==> config.mk <==
export PLATFORM = sky130hd
export DESIGN_NAME = ascon_final
export DESIGN_NICKNAME = d
export VERILOG_FILES = /design/src/rtl/ascon_pkg.sv /design/src/rtl/ascon_round.sv /design/src/rtl/ascon_final.sv
export SDC_FILE = /design/constraint.sdc
export NUM_CORES = 2
export LEC_CHECK = 0
export ABC_AREA = 0
export CAP_MARGIN = 10
export CORE_AREA = 2 2 401 403
export DETAILED_ROUTE_END_ITERATION = 12
export DIE_AREA = 0 0 403 405
export GPL_TIMING_DRIVEN = 0
export PLACE_DENSITY = 0.68
export SYNTH_ARGS = -nofsm -noshare
export SYNTH_HDL_FRONTEND = slang
export SYNTH_SLANG_ARGS = --single-unit
==> constraint.sdc <==
create_clock -name clk_i -period 3.9 [get_ports clk_i]
set_input_delay 1.17 -clock clk_i [delete_from_list [all_inputs] [get_ports clk_i]]
set_output_delay 1.17 -clock clk_i [all_outputs]
set_load 0.1 [all_outputs]
==> src/rtl/ascon_pkg.sv <==
// Shared Ascon types, FSM encoding, round constant and rotation helpers.
package ascon_pkg;

  // x0..x4, x[i] holds state word i
  typedef logic [4:0][63:0] ascon_state_t;
  // {K0, K1}
  typedef logic [127:0]     ascon_key_t;

  typedef enum logic [0:0] {
    FSM_IDLE = 1'b0,
    FSM_BUSY = 1'b1
  } fsm_t;

  // Linear-layer rotate-right amounts, two per word
  localparam int unsigned ROT_X0_A = 19;
  localparam int unsigned ROT_X0_B = 28;
  localparam int unsigned ROT_X1_A = 61;
  localparam int unsigned ROT_X1_B = 39;
  localparam int unsigned ROT_X2_A = 1;
  localparam int unsigned ROT_X2_B = 6;
  localparam int unsigned ROT_X3_A = 10;
  localparam int unsigned ROT_X3_B = 17;
  localparam int unsigned ROT_X4_A = 7;
  localparam int unsigned ROT_X4_B = 41;

  // Round constant for absolute constant index i (0..11)
  function automatic logic [7:0] round_const(input logic [3:0] i);
    return {4'hF - i, i};
  endfunction

  // 64-bit rotate right; amounts are always 1..63 here
  function automatic logic [63:0] ror64(input logic [63:0] v, input int unsigned n);
    return (v >> n) | (v << (64 - n));
  endfunction

endpackage

==> src/rtl/ascon_round.sv <==
// One combinational Ascon permutation round: constant add, S-box, linear layer.
module ascon_round
  import ascon_pkg::*;
(
  input  ascon_state_t state_i,
  input  logic [3:0]   round_idx_i,
  output ascon_state_t state_o
);

  logic [63:0] x0, x1, x2, x3, x4;
  logic [63:0] t0, t1, t2, t3, t4;

  // Bit-sliced round evaluated in place on the five words
  always_comb begin
    x0 = state_i[0];
    x1 = state_i[1];
    x2 = state_i[2] ^ {56'd0, round_const(round_idx_i)};
    x3 = state_i[3];
    x4 = state_i[4];
    // S-box input mixing
    x0 = x0 ^ x4;
    x4 = x4 ^ x3;
    x2 = x2 ^ x1;
    // Chi-like core
    t0 = ~x0 & x1;
    t1 = ~x1 & x2;
    t2 = ~x2 & x3;
    t3 = ~x3 & x4;
    t4 = ~x4 & x0;
    x0 = x0 ^ t1;
    x1 = x1 ^ t2;
    x2 = x2 ^ t3;
    x3 = x3 ^ t4;
    x4 = x4 ^ t0;
    // S-box output mixing
    x1 = x1 ^ x0;
    x0 = x0 ^ x4;
    x3 = x3 ^ x2;
    x2 = ~x2;
    // Linear diffusion
    state_o[0] = x0 ^ ror64(x0, ROT_X0_A) ^ ror64(x0, ROT_X0_B);
    state_o[1] = x1 ^ ror64(x1, ROT_X1_A) ^ ror64(x1, ROT_X1_B);
    state_o[2] = x2 ^ ror64(x2, ROT_X2_A) ^ ror64(x2, ROT_X2_B);
    state_o[3] = x3 ^ ror64(x3, ROT_X3_A) ^ ror64(x3, ROT_X3_B);
    state_o[4] = x4 ^ ror64(x4, ROT_X4_A) ^ ror64(x4, ROT_X4_B);
  end

endmodule

==> src/rtl/ascon_final.sv <==
// Ascon AEAD finalization: key XOR, ROUNDS permutation rounds, tag form/compare.
//
// Handshake: start_i is a one-cycle request with no ready; it is taken only
// when the FSM is IDLE (busy_o low) and dropped otherwise. Completion is the
// one-cycle finished_o/intr_o pulse; tag_o, tag_match_o and state_o are
// valid from that cycle and hold until the next completion.
module ascon_final
  import ascon_pkg::*;
#(
  parameter int ROUNDS     = 12,
  parameter int RATE_WORDS = 1
) (
  input  logic         clk_i,
  input  logic         rst_i,
  input  logic         start_i,
  input  logic         decrypt_i,
  input  ascon_key_t   key_i,
  input  ascon_state_t state_i,
  input  logic [127:0] tag_i,
  output logic         busy_o,
  output logic         finished_o,
  output logic [127:0] tag_o,
  output logic         tag_match_o,
  output ascon_state_t state_o,
  output logic         intr_o,
  output fsm_t         fsm_state_o
);

  localparam logic [3:0] LAST_CNT  = 4'(ROUNDS - 1);
  localparam logic [3:0] CONST_OFS = 4'(12 - ROUNDS);

  fsm_t         fsm_q;
  logic [3:0]   cnt_q;
  ascon_state_t state_q;
  ascon_key_t   key_q;
  logic [127:0] tag_q;
  logic         dec_q;

  ascon_state_t load_state;
  ascon_state_t round_next;
  logic [3:0]   round_idx;
  logic [127:0] tag_next;

  // Reduced-round variants use the last ROUNDS constants of the 12-round schedule
  assign round_idx = cnt_q + CONST_OFS;

  ascon_round u_round (
    .state_i     (state_q),
    .round_idx_i (round_idx),
    .state_o     (round_next)
  );

  // Initial state: key folded into the two words just past the rate
  always_comb begin
    load_state                 = state_i;
    load_state[RATE_WORDS]     = state_i[RATE_WORDS] ^ key_i[127:64];
    load_state[RATE_WORDS + 1] = state_i[RATE_WORDS + 1] ^ key_i[63:0];
  end

  // Tag taken from the state the final round produces
  assign tag_next = {round_next[3] ^ key_q[127:64], round_next[4] ^ key_q[63:0]};

  // FSM, round counter, latches and result registers
  always_ff @(posedge clk_i) begin
    if (rst_i) begin
      fsm_q       <= FSM_IDLE;
      cnt_q       <= 4'd0;
      state_q     <= '0;
      key_q       <= '0;
      tag_q       <= '0;
      dec_q       <= 1'b0;
      finished_o  <= 1'b0;
      tag_o       <= '0;
      tag_match_o <= 1'b0;
      state_o     <= '0;
    end else begin
      finished_o <= 1'b0;
      case (fsm_q)
        FSM_IDLE: begin
          if (start_i) begin
            key_q   <= key_i;
            tag_q   <= tag_i;
            dec_q   <= decrypt_i;
            state_q <= load_state;
            cnt_q   <= 4'd0;
            fsm_q   <= FSM_BUSY;
          end
        end
        FSM_BUSY: begin
          state_q <= round_next;
          cnt_q   <= cnt_q + 4'd1;
          if (cnt_q == LAST_CNT) begin
            state_o     <= round_next;
            tag_o       <= tag_next;
            tag_match_o <= dec_q && (tag_next == tag_q);
            finished_o  <= 1'b1;
            fsm_q       <= FSM_IDLE;
          end
        end
        default: fsm_q <= FSM_IDLE;
      endcase
    end
  end

  assign busy_o      = (fsm_q == FSM_BUSY);
  assign intr_o      = finished_o;
  assign fsm_state_o = fsm_q;

endmodule

==> impl_metrics.ini <==
[synth]
ys_ff_latch = 1032
ys_warn_count = 0
synth_area_mm2 = 0.0576
ys_seq_area_share_pct = 35.8
syn_inst = 6696
syn_area_per_cell_um2 = 8.61
synthArstFlopShare_pct = 0
synth_edf_count = 0
synthTopCellsByArea = dfxtp_1 36%, xnor2_1 13%, xor2_1 8.1%
yosysTopAreaCellShare_pct = 35.8
synth_cell_types = 95
synthFlopType = dfxtp_1
synth.largest_area_cell = dfxtp_1
synthesis.nets = 7405

[run_status]
violations = capacitance limit, slew limit, setup timing
outcome = finished, violations left

[clock_network]
tritoncts = built
htree_levels = 3
clk_pin_slew_ns = 0.07
cts.hold.buffers_added = 0
clk_latency_ns = 0.79
cts_buffer_depth = 3
cts_buffers = 116
cts-root-buf = clkbuf_16
cts.sinks = 1032

[layout]
drive_above_1_share_pct = 11.3
seqCellArea_mm2 = 0.0207
final.fill_count = 15036
syn2layout_area_growth_pct = 40.9
layout_commonest_cell = clkdlybuf4s50_1
multi_input_area_mm2 = 0.0391
fin_util_pct = 51.0
fin_nets = 8783
final_cell_mix = 1030 x clkdlybuf4s50_1, 1014 x dfxtp_1, 976 x nand2_1, 660 x xnor2_1, 464 x a211oi_1

[grt]
grt_pass1_vias = 57353
grt_pass1_wl_mm = 549
grt_max_degree = 18
grtUsageTotal_pct = 51.2
grt_overflow = 0
antenna_found_initial = 87

[worst_setup_path]
crit_slowest_cell = nor4b_1
path_buf_inv = 2
critPathLaunchType = register
cp_max_fo = 4
arrival_ns = 5.04
critical_path.max_stage_delay_ns = 1.07
crit_path_end_kind = register
critPathKind = register to register
required_ns = 4.58
cp_top_family = simple AND/OR/NAND/NOR gates
path_cells = inv_1 -> ha_1 -> or3_1 -> and2_1 -> clkbuf_1 -> xor2_2 -> nor4b_1 -> a41oi_1 -> o211ai_1 -> a211oi_1 -> and4_1 -> nand4_1 -> o21ai_1

[sta]
setup_ws_ns = -0.459
setup_viol = 80
fin_setup_tns_ns = -6.46
hold_viol = 0
post-route-period-util_pct = 112
finalClockSkew_ns = 0.0711
tightestPinTransition_ns = 1.54
fin_crit_ns = 4.36
rsz0062_at_grt = yes
relSlewSlack_pct = -3.49
maxSlewViolCount = 6
max_freq_mhz = 229

[drt]
drt_first_pass_iters = 6
via_per_inst = 6.11
drc = 0
vias = 62941
wl_per_cell_um = 42.4
ant_nets = 0
drtIter0Drc = 8727
routed_wl_mm = 436

[floorplanning]
die-area_mm2 = 0.163
initial_core_util_pct = 36.2
core_area_mm2 = 0.159
io_pins = 1033
die_y_um = 405
die_x_um = 403
num_rows = 147

[placed_design]
port_buffers = 1030
gp_congestion = 1.10
dpl.hpwl_mm = 369

[run]
maxCapViolCount = 3

[worst_hold_path]
hold_class = register to register
through the flow:
stage | cell area, um2 | instances | setup WS (ns) | hold WS, ns
2_1_floorplan | 57600 | 6696 | 0.258 | 0.436
3_3_place_gp | 70600 | 9812 | -3.13 | 0.438
3_5_place_dp | 71900 | 9884 | -2.13 | 0.441
4_1_cts | 79000 | 10145 | -0.337 | 0.455
5_1_grt | 81100 | 10258 | -0.268 | 0.474
6_report | 81200 | 10293 | -0.459 | 0.453
worst paths after layout:
kind	from	slack (ns)	depth (start not counted)	to
min reg2reg	state_o[257]	0.45	2	state_o[257]
max	state_q[254]	-0.46	13	tag_match_o
min	state_o[257]	0.45	2	state_o[257]
max reg2reg	state_q[254]	-0.46	13	tag_match_o
layer usage:
| layer | vias to the layer above | share of wire, % | global-route usage (%) |
|---|---|---|---|
| li1 | 25675 | - | - |
| met1 | 30852 | 38 | 63.5 |
| met2 | 5110 | 41 | 74.0 |
| met3 | 1266 | 12 | 16.0 |
| met4 | 38 | 9.3 | 38.9 |
| met5 | - | 0.072 | 0 |
worst register-to-register path, delay by kind of cell (launching register included):
| kind | cells | cell delay (ns) |
|---|---|---|
| AOI/OAI and AO/OA | 4 | 0.63 |
| xor gates and xnor gates | 1 | 0.27 |
| adders and majority gates | 1 | 0.32 |
| buffers and inverters | 2 | 0.32 |
| DFF | 1 | 0.41 |
| and+or+nand+nor | 5 | 2.30 |
final cells by class:
class	count	area share (%)
Multi-Input combinational cell	5099	48.1
Sequential cell	1032	25.5
Timing Repair Buffer	1263	15.5
Clock buffer	161	4.04
Tap cell	2086	3.21
Buffer	396	1.93
Clock inverter	47	0.818
Inverter	166	0.771
Antenna cell	43	0.133
logic make-up (layout without fill, tap and decap cells):
family | Yosys count | count (layout) | synth area share [%]
AND/OR/NAND/NOR | 1788 | 1788 | 13.5
AO/OA/AOI/OAI | 1619 | 1619 | 18.7
XOR/XNOR | 1446 | 1446 | 23.4
flip-flops | 1032 | 1032 | 35.8
buffers and inverters | 565 | 2033 | 3.71
adder cells (fa/ha/maj) | 129 | 129 | 2.80
multiplexers | 117 | 117 | 2.05
other | 0 | 43 | 0
flip-flops by register name (all words and copies together) (netlist names):
name,flops
busy_o,1
cnt_q,4
dec_q,1
finished_o,1
key_q,128
state_o,320
state_q,320
tag_match_o,1
tag_o,128
tag_q,128
cell usage after synthesis (10+ instances only):
master / count
buf_1: 13
nand2b_1: 16
nor2_1: 421
nand4_1: 25
xor2_1: 534
o211ai_1: 15
xnor2_2: 14
o21ai_0: 290
a22o_1: 194
xnor2_1: 836
nor3b_1: 13
inv_1: 164
or3_1: 18
nand3_1: 22
xnor3_1: 36
nand3b_1: 12
a21oi_1: 458
xor2_2: 22
a21boi_0: 15
mux2i_1: 107
nor3_1: 40
o21a_1: 16
nor2b_1: 144
ha_1: 129
o211a_1: 42
mux2_2: 10
a211oi_1: 466
o22ai_1: 13
nor4_1: 21
clkbuf_1: 380
dfxtp_1: 1032
and2_1: 17
nand2_1: 978
what timing repair did:
action	in CTS	in global routing
gates resized for setup	385	196
setup buffers	54	98
pin swaps	53	96
setup endpoints to repair	307	18
Power is not shown: default switching activity piles up to over one toggle a cycle in this logic, so the estimate is an artifact.
